$ cat src/rtl/apb_led_sequencer.sv
// APB3 LED bank sequencer.
// Software loads {pattern, duration} steps and sets CTRL.RUN. The block then plays the
// steps on o_led at a prescaled tick rate, either once or looping. When a one-shot
// sequence finishes it sets STATUS.DONE, which raises a level interrupt if CTRL.IRQ_EN is set.
// Optional feature macro: LEDSEQ_PWM_EN adds the BRIGHT register and PWM dimming of o_led.
module apb_led_sequencer #(
    parameter int unsigned NUM_STEPS = 8,
    parameter int unsigned DUR_W     = 16,
    parameter int unsigned PRE_W     = 16,
    parameter logic [7:0]  IDLE_LED  = 8'h00
) (
    input  logic        io_systemClk,
    input  logic        io_systemReset,
    input  logic [15:0] io_apbSlave_PADDR,
    input  logic        io_apbSlave_PSEL,
    input  logic        io_apbSlave_PENABLE,
    input  logic        io_apbSlave_PWRITE,
    input  logic [31:0] io_apbSlave_PWDATA,
    output logic [31:0] io_apbSlave_PRDATA,
    output logic        io_apbSlave_PREADY,
    output logic        io_apbSlave_PSLVERROR,
    output logic [7:0]  o_led,
    output logic        o_irq
);

    localparam int unsigned IW = $clog2(NUM_STEPS);

    typedef enum logic [0:0] {StIdle, StRun} state_e;

    // Register file and sequencer state
    state_e             state_q, state_d;
    logic               run_q, run_d;
    logic               loop_q, loop_d;
    logic               irq_en_q, irq_en_d;
    logic               done_q, done_d;
    logic [IW-1:0]      len_q, len_d;
    logic [PRE_W-1:0]   pre_q, pre_d;
    logic [IW-1:0]      idx_q, idx_d;
    logic [7:0]         pat_q, pat_d;
    logic [DUR_W-1:0]   dur_q, dur_d;
    logic [PRE_W-1:0]   pre_cnt_q, pre_cnt_d;
    logic [DUR_W-1:0]   dur_cnt_q, dur_cnt_d;
    logic [7:0]         step_pat_q [NUM_STEPS];
    logic [DUR_W-1:0]   step_dur_q [NUM_STEPS];

    // Address decode (only PADDR[7:2] matters)
    logic [5:0]    word;
    logic          sel_ctrl, sel_status, sel_len, sel_pre, sel_bright, sel_step, mapped;
    logic [IW-1:0] step_sel;
    logic          wr;
    logic          tick, step_end;
    logic [IW-1:0] next_idx;
    logic [7:0]    led_base;
    logic          unused_bits;

    assign word        = io_apbSlave_PADDR[7:2];
    assign wr          = io_apbSlave_PSEL & io_apbSlave_PENABLE & io_apbSlave_PWRITE;
    assign unused_bits = ^{io_apbSlave_PADDR[15:8], io_apbSlave_PADDR[1:0], io_apbSlave_PWDATA};

    // Decode the word offset into register selects
    always_comb begin
        sel_ctrl   = (word == 6'h00);
        sel_status = (word == 6'h01);
        sel_len    = (word == 6'h02);
        sel_pre    = (word == 6'h03);
`ifdef LEDSEQ_PWM_EN
        sel_bright = (word == 6'h04);
`else
        sel_bright = 1'b0;
`endif
        // STEP[n] lives at word 16+n; 16 is aligned so the low bits are the slot index
        sel_step   = (word >= 6'd16) && (word < 6'(16 + NUM_STEPS));
        step_sel   = word[IW-1:0];
        mapped     = sel_ctrl | sel_status | sel_len | sel_pre | sel_bright | sel_step;
    end

    // Next-state for control registers and the sequencer FSM
    always_comb begin
        state_d   = state_q;
        run_d     = run_q;
        loop_d    = loop_q;
        irq_en_d  = irq_en_q;
        done_d    = done_q;
        len_d     = len_q;
        pre_d     = pre_q;
        idx_d     = idx_q;
        pat_d     = pat_q;
        dur_d     = dur_q;
        pre_cnt_d = pre_cnt_q;
        dur_cnt_d = dur_cnt_q;
        tick      = 1'b0;
        step_end  = 1'b0;
        next_idx  = idx_q;

        if (wr && sel_ctrl) begin
            run_d    = io_apbSlave_PWDATA[0];
            loop_d   = io_apbSlave_PWDATA[1];
            irq_en_d = io_apbSlave_PWDATA[2];
        end
        if (wr && sel_len) len_d = io_apbSlave_PWDATA[IW-1:0];
        if (wr && sel_pre) pre_d = io_apbSlave_PWDATA[PRE_W-1:0];
        if (wr && sel_status && io_apbSlave_PWDATA[1]) done_d = 1'b0;

        unique case (state_q)
            StIdle: begin
                if (wr && sel_ctrl && io_apbSlave_PWDATA[0]) begin
                    state_d   = StRun;
                    idx_d     = '0;
                    pat_d     = step_pat_q[0];
                    dur_d     = step_dur_q[0];
                    pre_cnt_d = '0;
                    dur_cnt_d = '0;
                    done_d    = 1'b0;
                end
            end
            StRun: begin
                // Live compare so a shrunk PRESCALE cannot strand the counter above it
                if (pre_cnt_q >= pre_q) begin
                    tick      = 1'b1;
                    pre_cnt_d = '0;
                end else begin
                    pre_cnt_d = pre_cnt_q + PRE_W'(1);
                end
                if (tick) begin
                    if (dur_cnt_q == dur_q) step_end = 1'b1;
                    else                    dur_cnt_d = dur_cnt_q + DUR_W'(1);
                end
                // Software stop; a natural end on the same edge overrides below and sets DONE
                if (wr && sel_ctrl && !io_apbSlave_PWDATA[0]) state_d = StIdle;
                if (step_end) begin
                    dur_cnt_d = '0;
                    if (idx_q >= len_q) begin
                        next_idx = '0;
                        if (!loop_q) begin
                            state_d = StIdle;
                            run_d   = 1'b0;
                            done_d  = 1'b1;
                        end
                    end else begin
                        next_idx = idx_q + IW'(1);
                    end
                    idx_d = next_idx;
                    pat_d = step_pat_q[next_idx];
                    dur_d = step_dur_q[next_idx];
                end
            end
            default: state_d = StIdle;
        endcase
    end

    // Control/sequencer state registers
    always_ff @(posedge io_systemClk) begin
        if (io_systemReset) begin
            state_q   <= StIdle;
            run_q     <= 1'b0;
            loop_q    <= 1'b0;
            irq_en_q  <= 1'b0;
            done_q    <= 1'b0;
            len_q     <= '0;
            pre_q     <= '0;
            idx_q     <= '0;
            pat_q     <= '0;
            dur_q     <= '0;
            pre_cnt_q <= '0;
            dur_cnt_q <= '0;
        end else begin
            state_q   <= state_d;
            run_q     <= run_d;
            loop_q    <= loop_d;
            irq_en_q  <= irq_en_d;
            done_q    <= done_d;
            len_q     <= len_d;
            pre_q     <= pre_d;
            idx_q     <= idx_d;
            pat_q     <= pat_d;
            dur_q     <= dur_d;
            pre_cnt_q <= pre_cnt_d;
            dur_cnt_q <= dur_cnt_d;
        end
    end

    // Step slot storage; running steps only see a rewrite when the slot is next entered
    always_ff @(posedge io_systemClk) begin
        if (io_systemReset) begin
            for (int i = 0; i < NUM_STEPS; i++) begin
                step_pat_q[i] <= '0;
                step_dur_q[i] <= '0;
            end
        end else if (wr && sel_step) begin
            step_pat_q[step_sel] <= io_apbSlave_PWDATA[7:0];
            step_dur_q[step_sel] <= io_apbSlave_PWDATA[DUR_W+7:8];
        end
    end

    assign led_base = (state_q == StRun) ? pat_q : IDLE_LED;

`ifdef LEDSEQ_PWM_EN
    logic [7:0] bright_q;
    logic [7:0] pwm_cnt_q;

    // Brightness register and free-running PWM counter
    always_ff @(posedge io_systemClk) begin
        if (io_systemReset) begin
            bright_q  <= 8'hFF;
            pwm_cnt_q <= 8'h00;
        end else begin
            pwm_cnt_q <= pwm_cnt_q + 8'd1;
            if (wr && sel_bright) bright_q <= io_apbSlave_PWDATA[7:0];
        end
    end

    assign o_led = led_base & {8{pwm_cnt_q < bright_q}};
`else
    assign o_led = led_base;
`endif

    assign o_irq              = done_q & irq_en_q;
    assign io_apbSlave_PREADY = 1'b1;
    assign io_apbSlave_PSLVERROR = io_apbSlave_PSEL & ~mapped;

    // Combinational read mux; zero when not selected or unmapped
    always_comb begin
        io_apbSlave_PRDATA = '0;
        if (io_apbSlave_PSEL) begin
            if (sel_ctrl) begin
                io_apbSlave_PRDATA[0] = run_q;
                io_apbSlave_PRDATA[1] = loop_q;
                io_apbSlave_PRDATA[2] = irq_en_q;
            end else if (sel_status) begin
                io_apbSlave_PRDATA[0]      = (state_q == StRun);
                io_apbSlave_PRDATA[1]      = done_q;
                io_apbSlave_PRDATA[IW+3:4] = idx_q;
            end else if (sel_len) begin
                io_apbSlave_PRDATA[IW-1:0] = len_q;
            end else if (sel_pre) begin
                io_apbSlave_PRDATA[PRE_W-1:0] = pre_q;
            end else if (sel_step) begin
                io_apbSlave_PRDATA[7:0]       = step_pat_q[step_sel];
                io_apbSlave_PRDATA[DUR_W+7:8] = step_dur_q[step_sel];
            end
`ifdef LEDSEQ_PWM_EN
            else if (sel_bright) begin
                io_apbSlave_PRDATA[7:0] = bright_q;
            end
`endif
        end
    end

endmodule

$ cat config.mk
export PLATFORM = sky130hd
export DESIGN_NAME = apb_led_sequencer
export DESIGN_NICKNAME = d
export VERILOG_FILES = /design/src/rtl/apb_led_sequencer.sv
export SDC_FILE = /design/constraint.sdc
export NUM_CORES = 1
export LEC_CHECK = 0
export ABC_CLOCK_PERIOD_IN_PS = 4200
export CAP_MARGIN = 40
export CORE_UTILIZATION = 60
export CTS_BUF_LIST = sky130_fd_sc_hd__clkbuf_8 sky130_fd_sc_hd__clkbuf_16
export CTS_CLUSTER_DIAMETER = 200
export DETAILED_ROUTE_END_ITERATION = 10
export PLACE_DENSITY = 0.79
export SYNTH_ARGS = -nofsm -noshare
export SYNTH_HDL_FRONTEND = slang
export SYNTH_SLANG_ARGS = --single-unit
$ cat constraint.sdc
create_clock -name io_systemClk -period 4.2 [get_ports io_systemClk]
set_input_delay 1.05 -clock io_systemClk [delete_from_list [all_inputs] [get_ports io_systemClk]]
set_output_delay 1.05 -clock io_systemClk [all_outputs]
set_load 0.005 [all_outputs]
==> results of run 1 <==
tightest hold or removal path: stages (launching register included):
cell and delay (ns):
sky130_fd_sc_hd__dfxtp_1 0.32, sky130_fd_sc_hd__nand2_1 0.06, sky130_fd_sc_hd__a21oi_1 0.05
flip-flops by register name, indices dropped and copies added (netlist names), 8 cells and up:
register / cells
pre_q: 16
step_dur_q: 128
dur_q: 16
pat_q: 8
pre_cnt_q: 16
dur_cnt_q: 16
step_pat_q: 64
placed cells by master, fill, tap and decap left out, drive strengths merged, types with 8 or more instances in the layout:
master / Yosys / final
o22ai: 24 / 24
dlymetal6s2s: 0 / 9
nand2b: 16 / 16
dfxtp: 83 / 83
conb: 2 / 9
nand2: 176 / 176
or2: 14 / 14
buf: 29 / 83
and2: 203 / 203
nor2: 77 / 77
a311oi: 14 / 14
a21o: 47 / 47
nand4: 10 / 10
xnor2: 18 / 18
clkbuf: 89 / 29
o211ai: 8 / 8
o21ai: 101 / 101
mux2i: 24 / 24
mux2: 17 / 17
nand3: 33 / 33
ha: 22 / 22
mux4: 35 / 35
edfxtp: 192 / 192
a31oi: 35 / 35
nor3: 18 / 18
a21oi: 123 / 123
inv: 24 / 26
clkdlybuf4s50: 0 / 50
clkinv: 1 / 16
final timing paths:
kind	start	endpoint	slack [ns]
max	io_apbSlave_PADDR[5]	io_apbSlave_PRDATA[13]	-0.008
min	pre_q[10]	pre_q[10]	0.47
max reg2reg	pre_q[15]	dur_cnt_q[15]	1.00
min reg2reg	pre_q[10]	pre_q[10]	0.47
synthesized netlist by cell type (all sizes together) (22+ instances only):
| cell type | count |
|---|---|
| a21o | 47 |
| a21oi | 123 |
| a31oi | 35 |
| and2 | 203 |
| buf | 29 |
| clkbuf | 89 |
| dfxtp | 83 |
| edfxtp | 192 |
| ha | 22 |
| inv | 24 |
| mux2i | 24 |
| mux4 | 35 |
| nand2 | 176 |
| nand3 | 33 |
| nor2 | 77 |
| o21ai | 101 |
| o22ai | 24 |
report_power, final:
| part | internal (W) | switching (W) |
|---|---|---|
| combinational | 0.000185 | 0.000262 |
| sequential | 0.00299 | 0.0000627 |
| clock | 0.00137 | 0.00108 |
area by class of cell:
cell class	count	share of cell area
well taps	324	0.0231
clock inverters	22	0.00889
flip-flops and latches	275	0.422
clock buffers	29	0.0413
inverters	25	0.00534
repair buffers	147	0.0855
multi-input cells	1106	0.414
metal layers:
| metal | wire, µm | global-route usage | vias up |
|---|---|---|---|
| li1 | - | - | 5648 |
| met1 | 16900 | 0.473 | 6068 |
| met2 | 21600 | 0.572 | 1001 |
| met3 | 5790 | 0.0697 | 185 |
| met4 | 2210 | 0.174 | 0 |
| met5 | 0 | 0 | - |
per-stage QoR:
stage	setup TNS, ns	setup WS, ns	hold WS [ns]
after global routing	-0.0609	-0.0479	0.498
after global placement	-1.48	-0.243	0.460
after floorplan	0	0.465	0.441
after CTS	0	0.00389	0.474
after detailed placement	-1.47	-0.262	0.466
final	-0.00794	-0.00794	0.474
logic make-up (layout without fill, tap and decap cells):
group | count (synthesis) | count (layout) | synth area share
compound gates | 404 | 404 | 0.165
xor+xnor | 19 | 19 | 0.0110
fa+ha+maj | 22 | 22 | 0.0182
buf+inv | 143 | 223 | 0.0389
flops | 275 | 275 | 0.492
mux | 76 | 76 | 0.0807
other cells | 2 | 9 | 0.000497
simple gates | 576 | 576 | 0.194
repair_timing:
item,in CTS,in global routing
resized for setup,18,18
pin swaps,4,3
setup buffers,0,1
gates cloned,1,0
endpoints found under the setup margin,18,15
hold endpoints to repair,0,0
==> flow_metrics.env, run 1 <==
export IMPL_count_of_input_and_output_buffers=68
export IMPL_design_area_um2=17600
export IMPL_timing_max_transition_violations_final=0
export IMPL_cellPowerDensity_nw_per_um2=338
export IMPL_grt_pass1_vias=12600
export IMPL_peak_vdd_ir_uv=366
export IMPL_syn_cell_area_um2=15100
export IMPL_post_route_min_period_ns=4.21
export IMPL_max_slew_worst_pin_slew_ns=0.818
export IMPL_grt_pass1_wl_mm=70.9
export IMPL_num_fill_cells=1776
export IMPL_fin_crit_sh=1.00
export IMPL_die_y_um=161
export IMPL_dieArea_um2=25800
export IMPL_hold_violations=0
export IMPL_post_layout_total_power_w=0.00595
export IMPL_cts_inserted_buffers=28
export IMPL_cts_htree_levels=1
export IMPL_clock_tree_buffer_depth=3
export IMPL_remaining_max_slew_budget_at_the_tightest_pin=0.455
export IMPL_p_leak_nw=6.27
export IMPL_fp_coreArea_um2=24500
export IMPL_antenna_cells_inserted=0
export IMPL_synth_area_leader_cell="sky130_fd_sc_hd__edfxtp_1"
export IMPL_timing_critical_path_depth=7
export IMPL_num_vias=12900
export IMPL_dp_cells=1875
export IMPL_gate_count_after_technology_mapping=1517
export IMPL_worst_hold_path_num_cells=2
export IMPL_synth_top_cell_area_share=0.382
export IMPL_tritoncts_clock_tree="built"
export IMPL_ioPinCount=96
export IMPL_routed_wl_mm=46.5
export IMPL_ctsHoldBuffers=0
export IMPL_grt_setup_unrepaired="yes"
export IMPL_synthFlopType="sky130_fd_sc_hd__edfxtp_1"
export IMPL_routabilityCongestion=0.935
export IMPL_critical_path_max_stage_delay_ns=0.57
export IMPL_status="complete, but fails checks"
export IMPL_timing_reg2reg_worst_path_depth=9
export IMPL_drtAntennaViolNets=0
export IMPL_synthesis_area_per_instance_um2=9.96
export IMPL_timing_critical_path_cells="clkdlybuf4s50_1 > or4_4 > nor2_4 > buf_4 > a32oi_1 > nor2_1 > clkdlybuf4s50_1"
export IMPL_multi_input_comb_area_um2=7270
export IMPL_worstSetupEndpointType="output port"
export IMPL_area_delta_synth_final_pct=16.4
export IMPL_critical_path_required_ns=3.15
export IMPL_worstSkewPairLatency_ns=0.55
export IMPL_timing_critical_path_mode_cell="sky130_fd_sc_hd__clkdlybuf4s50_1"
export IMPL_maximum_number_of_pins_on_one_net_before_global_route_repair=74
export IMPL_netlist_cell_type_count=58
export IMPL_layout_area_seq_um2=7430
export IMPL_worst_endpoint_arrival_ns=3.16
export IMPL_path_clk_slew_ns=0.06
export IMPL_worst_path_dominant_cell_family="buffers and inverters"
export IMPL_path_class="in -> out"
export IMPL_post_dp_area_um2=16600
export IMPL_slowest_stage="sky130_fd_sc_hd__or4_4"
export IMPL_die_width_um=161
export IMPL_drive_gt1_frac=0.137
export IMPL_cp_buffers_inverters=3
export IMPL_maxCapViolations=0
export IMPL_initial_core_utilization=0.616
export IMPL_detailedRoute_firstIterationViolations=2310
export IMPL_utilization=0.717
export IMPL_critical_path_max_fanout=4
export IMPL_globalRouteOverflowTotal=0
export IMPL_wl_per_cell_um=24.1
export IMPL_root_buffer="sky130_fd_sc_hd__clkbuf_16"
export IMPL_antenna_found_initial=0
export IMPL_hp_class="reg -> reg"
export IMPL_synth_edff_count=192
export IMPL_seq_area_frac_synth=0.492
export IMPL_fin_cells=1928
export IMPL_dp_final_hpwl_mm=30.0
export IMPL_start_kind="input pin"
export IMPL_synth_seq_cells=275
export IMPL_first_pass_iters=6
export IMPL_finClkSkew_ns=0.00996
export IMPL_placement_rows=57
export IMPL_ys_top_cells_by_area="sky130_fd_sc_hd__edfxtp_1 (38%), sky130_fd_sc_hd__dfxtp_1 (11%), sky130_fd_sc_hd__and2_1 (8.4%), sky130_fd_sc_hd__mux4_2 (5.2%), sky130_fd_sc_hd__nand2_1 (4.4%)"
export IMPL_synthArstFlopShare=0
export IMPL_grt_usage=0.359
export IMPL_synthesis_yosys_warnings=0
export IMPL_post_route_worst_setup_slack_ns=-0.00794
export IMPL_clkSinkCount=275
export IMPL_setup_violation_total_in_the_final_timing_report=1
export IMPL_number_of_nets_in_the_finished_design=1658
export IMPL_remaining_drc_errors=0
export IMPL_violations="negative setup slack"
export IMPL_post_drt_via_cell_ratio=6.69
export IMPL_fmax_mhz=238
Note: power is estimated with default switching activity, not from simulation.
==> run 2, diff against run 1 <==
--- a/config.mk
+++ b/config.mk
@@ -6,7 +6,6 @@
 export NUM_CORES = 1
 export LEC_CHECK = 0
 export ABC_CLOCK_PERIOD_IN_PS = 4200
-export CAP_MARGIN = 40
 export CORE_UTILIZATION = 60
 export CTS_BUF_LIST = sky130_fd_sc_hd__clkbuf_8 sky130_fd_sc_hd__clkbuf_16
 export CTS_CLUSTER_DIAMETER = 200
==> run 2 against run 1 <==
  * Highest routed layer unchanged
  * Die area did not move
  * Final area fell by 0.32%
  * Hold slack barely moved
  * The run still ends with negative setup slack left
  * Critical path type unchanged
  * Core utilization fell by 0.23 points
  * Power fell by 0.18%
==> flow_metrics.env, run 2 (synthesis results as in run 1) <==
export IMPL_status="complete, but fails checks"
export IMPL_violations="negative setup slack"
export IMPL_worstSkewPairLatency_ns=0.56
export IMPL_largest_registers="step_dur_q: 128 flops, step_pat_q: 64 flops"
export IMPL_path_clk_slew_ns=0.06
export IMPL_drive_gt1_frac=0.136
export IMPL_timing_critical_path_cells="clkdlybuf4s50_1 > or4_4 > nor2_4 > buf_6 > nand2_1 > a31oi_1 > clkdlybuf4s50_1"
export IMPL_routabilityCongestion=0.935
export IMPL_clock_tree_buffer_depth=3
export IMPL_mostFrequentLayoutCells="sky130_fd_sc_hd__and2_1 (203), sky130_fd_sc_hd__edfxtp_1 (192), sky130_fd_sc_hd__nand2_1 (176), sky130_fd_sc_hd__a21oi_1 (117), sky130_fd_sc_hd__o21ai_0 (99)"
export IMPL_p_leak_nw=6.17
export IMPL_clkSinkCount=275
export IMPL_worst_endpoint_arrival_ns=3.16
export IMPL_max_slew_worst_pin_slew_ns=1.31
export IMPL_post_route_worst_setup_slack_ns=-0.0137
export IMPL_placement_rows=57
export IMPL_dp_final_hpwl_mm=29.7
export IMPL_peak_vdd_ir_uv=318
export IMPL_hp_class="reg -> reg"
export IMPL_maximum_number_of_pins_on_one_net_before_global_route_repair=74
export IMPL_grt_pass1_wl_mm=71.0
export IMPL_utilization=0.715
export IMPL_root_buffer="sky130_fd_sc_hd__clkbuf_16"
export IMPL_critical_path_max_fanout=7
export IMPL_antenna_cells_inserted=0
export IMPL_globalRouteOverflowTotal=0
export IMPL_reg2reg_slack_ns=0.81
export IMPL_timing_critical_path_mode_cell="sky130_fd_sc_hd__clkdlybuf4s50_1"
export IMPL_fin_crit_sh=1.00
export IMPL_num_vias=12800
export IMPL_fmax_mhz=237
export IMPL_grt_usage=0.360
export IMPL_maxCapViolations=0
export IMPL_max_flop_register="step_dur_q"
export IMPL_finClkSkew_ns=0.0206
export IMPL_cts_inserted_buffers=28
export IMPL_critical_path_max_stage_delay_ns=0.56
export IMPL_most_common_library_cell_in_the_layout_ignoring_fill_and_taps="sky130_fd_sc_hd__and2_1"
export IMPL_detailedRoute_firstIterationViolations=2246
export IMPL_wl_per_cell_um=24.2
export IMPL_drtAntennaViolNets=0
export IMPL_hold_violations=0
export IMPL_die_width_um=161
export IMPL_post_drt_via_cell_ratio=6.65
export IMPL_initial_core_utilization=0.616
export IMPL_routed_wl_mm=46.5
export IMPL_number_of_nets_in_the_finished_design=1655
export IMPL_setup_tns_final_ns=-0.0262
export IMPL_flip_flop_count_of_the_largest_register_all_copies_and_words_added=128
export IMPL_setup_violation_total_in_the_final_timing_report=2
export IMPL_worstSetupEndpointType="output port"
export IMPL_path_class="in -> out"
export IMPL_dieArea_um2=25800
export IMPL_remaining_max_slew_budget_at_the_tightest_pin=0.124
export IMPL_timing_max_transition_violations_final=0
export IMPL_first_pass_iters=7
export IMPL_tritoncts_clock_tree="built"
export IMPL_antenna_found_initial=0
export IMPL_fp_coreArea_um2=24500
export IMPL_slowest_stage="sky130_fd_sc_hd__or4_4"
export IMPL_num_fill_cells=1772
export IMPL_critical_path_required_ns=3.15
export IMPL_cellPowerDensity_nw_per_um2=339
export IMPL_area_delta_synth_final_pct=16.0
export IMPL_post_layout_total_power_w=0.00593
export IMPL_post_route_min_period_ns=4.21
export IMPL_count_of_input_and_output_buffers=68
export IMPL_grt_setup_unrepaired="yes"
export IMPL_remaining_drc_errors=0
export IMPL_ioPinCount=96
export IMPL_start_kind="input pin"
export IMPL_die_y_um=161
export IMPL_grt_pass1_vias=12400
export IMPL_cts_htree_levels=1
-- run 2: cell count changes in the layout (fill, tap and decap cells not counted), sizes merged --
cell           before  now
inv                26   31
clkdlybuf4s50      50   55
buf                83   80
clkinv             16   13
clkinvlp            3    1
dlymetal6s2s        9    4
-- run 2: report_power, final --
| part | total [W] | switching (W) | internal [W] | leakage [nW] |
|---|---|---|---|---|
| clock | 0.00243 | 0.00107 | 0.00136 | 0.458 |
| sequential | 0.00305 | 0.0000631 | 0.00299 | 2.49 |
| combinational | 0.000451 | 0.000264 | 0.000186 | 3.23 |
| total | 0.00593 | 0.00139 | 0.00454 | 6.17 |
-- run 2: area by class of cell --
cell class | instances | area (µm²) | area share
Sequential cell | 275 | 7430 | 0.424
Multi-Input combinational cell | 1106 | 7310 | 0.417
Timing Repair Buffer | 144 | 1420 | 0.0811
Clock buffer | 29 | 726 | 0.0414
Tap cell | 324 | 405 | 0.0231
Clock inverter | 22 | 148 | 0.00842
Inverter | 25 | 93.8 | 0.00535
-- run 2: worst max-delay path, delay by kind of cell --
kind | cells | cell delay, ns
buf+inv | 3 | 1.12
simple gates | 3 | 0.78
compound gates | 1 | 0.21
-- run 2: per-stage QoR --
stage / hold slack (ns) / cells / setup WS (ns) / cell area (µm²)
global route: 0.498 / 1925 / -0.0610 / 17500
CTS: 0.474 / 1923 / 0.000414 / 17400
detailed placement: 0.466 / 1871 / -0.250 / 16500
finish: 0.474 / 1925 / -0.0137 / 17500
global placement: 0.460 / 1871 / -0.243 / 16500
floorplan: 0.441 / 1524 / 0.465 / 15100
-- run 2: layer usage --
metal,up-vias,wire length (µm),track usage
met5,-,0,0
met4,0,2110,0.163
met3,181,5760,0.0814
met2,949,21500,0.573
met1,6038,17200,0.472
li1,5640,-,-
-- run 2: final timing paths --
check,start,end,cells past startpoint
worst max-delay path,io_apbSlave_PADDR[5],io_apbSlave_PRDATA[1],7
worst min-delay path,pre_q[7],pre_q[7],2
worst min register to register,pre_q[7],pre_q[7],2
worst max register to register,idx_q[0],pat_q[7],8
-- run 2: timing repair --
action,4_1_cts,5_1_grt
hold buffers,0,0
pin swaps,4,4
gates cloned,1,0
buffers inserted,0,2
setup endpoints to repair,18,14
gates resized for setup,17,20
==> run 3, diff against run 2 <==
--- a/config.mk
+++ b/config.mk
@@ -6,11 +6,11 @@
 export NUM_CORES = 1
 export LEC_CHECK = 0
 export ABC_CLOCK_PERIOD_IN_PS = 4200
-export CORE_UTILIZATION = 60
+export CORE_UTILIZATION = 55
 export CTS_BUF_LIST = sky130_fd_sc_hd__clkbuf_8 sky130_fd_sc_hd__clkbuf_16
 export CTS_CLUSTER_DIAMETER = 200
 export DETAILED_ROUTE_END_ITERATION = 10
-export PLACE_DENSITY = 0.79
+export PLACE_DENSITY = 0.73
 export SYNTH_ARGS = -nofsm -noshare
 export SYNTH_HDL_FRONTEND = slang
 export SYNTH_SLANG_ARGS = --single-unit
==> run 3 against run 2 <==
  * The run now ends clean
  * Via count about the same
  * Sequential cell count stayed put
  * Power grew 3.5%
  * Final area rose by 1.0%
  * Maximum frequency up 0.67%
  * Clock power up 8.6%
  * First-iteration DRC count shrank 31%
  * Largest cell class unchanged
==> flow_metrics.env, run 3 (synthesis results as in run 1) <==
export IMPL_grt_setup_unrepaired="no"
export IMPL_grt_pass1_wl_mm=72.4
export IMPL_worst_endpoint_arrival_ns=3.14
export IMPL_fmax_mhz=239
export IMPL_cellPowerDensity_nw_per_um2=347
export IMPL_clkPwrFrac=0.430
export IMPL_antenna_found_initial=2
export IMPL_timing_critical_path_mode_cell="sky130_fd_sc_hd__clkdlybuf4s50_1"
export IMPL_net_switching_power_w=0.00143
export IMPL_drive_gt1_frac=0.142
export IMPL_placement_rows=60
export IMPL_internal_power_w=0.00472
export IMPL_critical_r2r_launch="pre_q[13]"
export IMPL_post_drt_via_cell_ratio=6.52
export IMPL_multi_input_comb_area_um2=7270
export IMPL_dieArea_um2=28100
export IMPL_area_delta_synth_final_pct=17.2
export IMPL_remaining_max_slew_budget_at_the_tightest_pin=0.383
export IMPL_flip_flop_count_of_the_largest_register_all_copies_and_words_added=128
export IMPL_post_route_min_period_ns=4.19
export IMPL_hold_ws_ns=0.476
export IMPL_clkSinkCount=275
export IMPL_cts_inserted_buffers=30
export IMPL_root_buffer="sky130_fd_sc_hd__clkbuf_16"
export IMPL_detailedRoute_firstIterationViolations=1543
export IMPL_slowest_stage="sky130_fd_sc_hd__or4_4"
export IMPL_finClkSkew_ns=0.0188
export IMPL_clock_tree_buffer_depth=3
export IMPL_power_combinational_fraction=0.073
export IMPL_globalRouteOverflowTotal=0
export IMPL_hold_violations=0
export IMPL_post_route_worst_setup_slack_ns=0.0142
export IMPL_path_class="in -> out"
export IMPL_p_seq_frac=0.497
export IMPL_timing_critical_path_cells="clkdlybuf4s50_1 > or4_4 > nor2_4 > buf_6 > a32oi_1 > a21oi_1 > clkdlybuf4s50_1"
export IMPL_worstSkewPairLatency_ns=0.57
export IMPL_critical_path_required_ns=3.15
export IMPL_critical_path_max_stage_delay_ns=0.56
export IMPL_hp_class="reg -> reg"
export IMPL_first_pass_iters=8
export IMPL_netSwitchingFraction=0.232
export IMPL_worst_hold_path_num_cells=2
export IMPL_worstSetupEndpointType="output port"
export IMPL_remaining_drc_errors=0
export IMPL_status="finished clean"
export IMPL_post_dp_area_um2=16600
export IMPL_fp_coreArea_um2=27000
export IMPL_largest_registers="step_dur_q: 128 flops, step_pat_q: 64 flops"
export IMPL_mostFrequentLayoutCells="sky130_fd_sc_hd__and2_1 (202), sky130_fd_sc_hd__edfxtp_1 (192), sky130_fd_sc_hd__nand2_1 (175), sky130_fd_sc_hd__a21oi_1 (120), sky130_fd_sc_hd__o21ai_0 (101)"
export IMPL_routabilityCongestion=0.955
export IMPL_wl_per_cell_um=24.4
export IMPL_design_area_um2=17700
export IMPL_initial_core_utilization=0.561
export IMPL_drtAntennaViolNets=0
export IMPL_max_slew_worst_pin_slew_ns=0.921
export IMPL_p_leak_nw=6.27
export IMPL_min_from="pre_q[10]"
export IMPL_routed_wl_mm=47.9
export IMPL_grt_pass1_vias=12400
export IMPL_die_y_um=168
export IMPL_maxCapViolations=0
export IMPL_setup_violation_total_in_the_final_timing_report=0
export IMPL_utilization=0.657
export IMPL_dp_final_hpwl_mm=30.6
export IMPL_ioPinCount=96
export IMPL_die_width_um=168
export IMPL_setup_tns_final_ns=0
export IMPL_max_flop_register="step_dur_q"
export IMPL_timing_max_transition_violations_final=0
export IMPL_layout_area_seq_um2=7430
export IMPL_fin_crit_sh=0.997
export IMPL_timing_reg2reg_worst_path_depth=9
export IMPL_start_kind="input pin"
export IMPL_reg2reg_slack_ns=1.12
export IMPL_maximum_number_of_pins_on_one_net_before_global_route_repair=65
export IMPL_holdPathEnd="pre_q[10]"
export IMPL_critical_path_max_fanout=9
export IMPL_num_vias=12800
export IMPL_tritoncts_clock_tree="built"
export IMPL_timing_rr_end="done_q"
export IMPL_grt_usage=0.341
export IMPL_peak_vdd_ir_uv=304
export IMPL_most_common_library_cell_in_the_layout_ignoring_fill_and_taps="sky130_fd_sc_hd__and2_1"
export IMPL_num_fill_cells=2140
export IMPL_number_of_nets_in_the_finished_design=1673
export IMPL_path_clk_slew_ns=0.06
export IMPL_post_place_ws_ns=-0.208
export IMPL_count_of_input_and_output_buffers=68
export IMPL_cts_htree_levels=1
run 3: changes by cell type in the layout (fill, tap and decap cells not counted), sizes merged:
cell / previous run / this run
buf: 80 / 95
bufinv: 2 / 4
clkbuf: 29 / 31
clkinv: 13 / 15
diode: 0 / 1
dlygate4sd2: 5 / 4
dlymetal6s2s: 4 / 5
run 3: how the worst max path moves through the flow:
stage / startpoint / endpoint / slack, ns / depth (start not counted)
after floorplan: io_apbSlave_PADDR[2] / io_apbSlave_PRDATA[22] / 0.46 / 6
after global placement: io_apbSlave_PADDR[5] / io_apbSlave_PRDATA[22] / -0.34 / 9
after detailed placement: io_apbSlave_PADDR[5] / io_apbSlave_PRDATA[19] / -0.21 / 10
after CTS: io_apbSlave_PADDR[5] / io_apbSlave_PRDATA[7] / 0.004 / 7
after global routing: io_apbSlave_PADDR[4] / io_apbSlave_PRDATA[13] / 0.002 / 9
final: io_apbSlave_PADDR[5] / io_apbSlave_PRDATA[6] / 0.01 / 7
run 3: metal layers:
metal	part of all wire	wire length [µm]	global-route usage	vias up
li1	-	-	-	5674
met1	0.38	18300	0.446	6094
met2	0.46	21800	0.541	835
met3	0.11	5380	0.0726	191
met4	0.051	2420	0.166	2
met5	0.00027	13	0	-
run 3: worst max-delay path: cells and delay by family:
kind / cells / cell delay, ns
AND/OR/NAND/NOR: 2 / 0.69
AO/OA/AOI/OAI: 2 / 0.28
buffers and inverters: 3 / 1.10
run 3: layout make-up:
cell class | count | share of cell area
diodes | 1 | 0.000141
inverters | 25 | 0.00530
clock buffers | 30 | 0.0424
multi-input cells | 1106 | 0.411
clock inverters | 26 | 0.0129
repair buffers | 160 | 0.0851
flip-flops and latches | 275 | 0.420
well taps | 341 | 0.0241
run 3: power groups by stage:
stage	clock network (W)	registers, W	logic [W]
6_report	0.00264	0.00305	0.000449
5_1_grt	0.00276	0.00306	0.000471
4_1_cts	0.00267	0.00305	0.000437
3_5_place_dp	0	0.00310	0.000432
3_3_place_gp	0	0.00310	0.000428
2_1_floorplan	0	0.00308	0.000230
run 3: through the flow:
| step | total power [W] | instances |
|---|---|---|
| global route | 0.00629 | 1964 |
| floorplan | 0.00331 | 1524 |
| global placement | 0.00353 | 1907 |
| finish | 0.00614 | 1964 |
| CTS | 0.00615 | 1963 |
| detailed placement | 0.00354 | 1907 |
run 3: repair_timing:
action	CTS	global route
gates resized for setup	14	17
buffers inserted	0	0
hold buffers	0	0
pin swaps	2	3
setup endpoints to repair	19	14
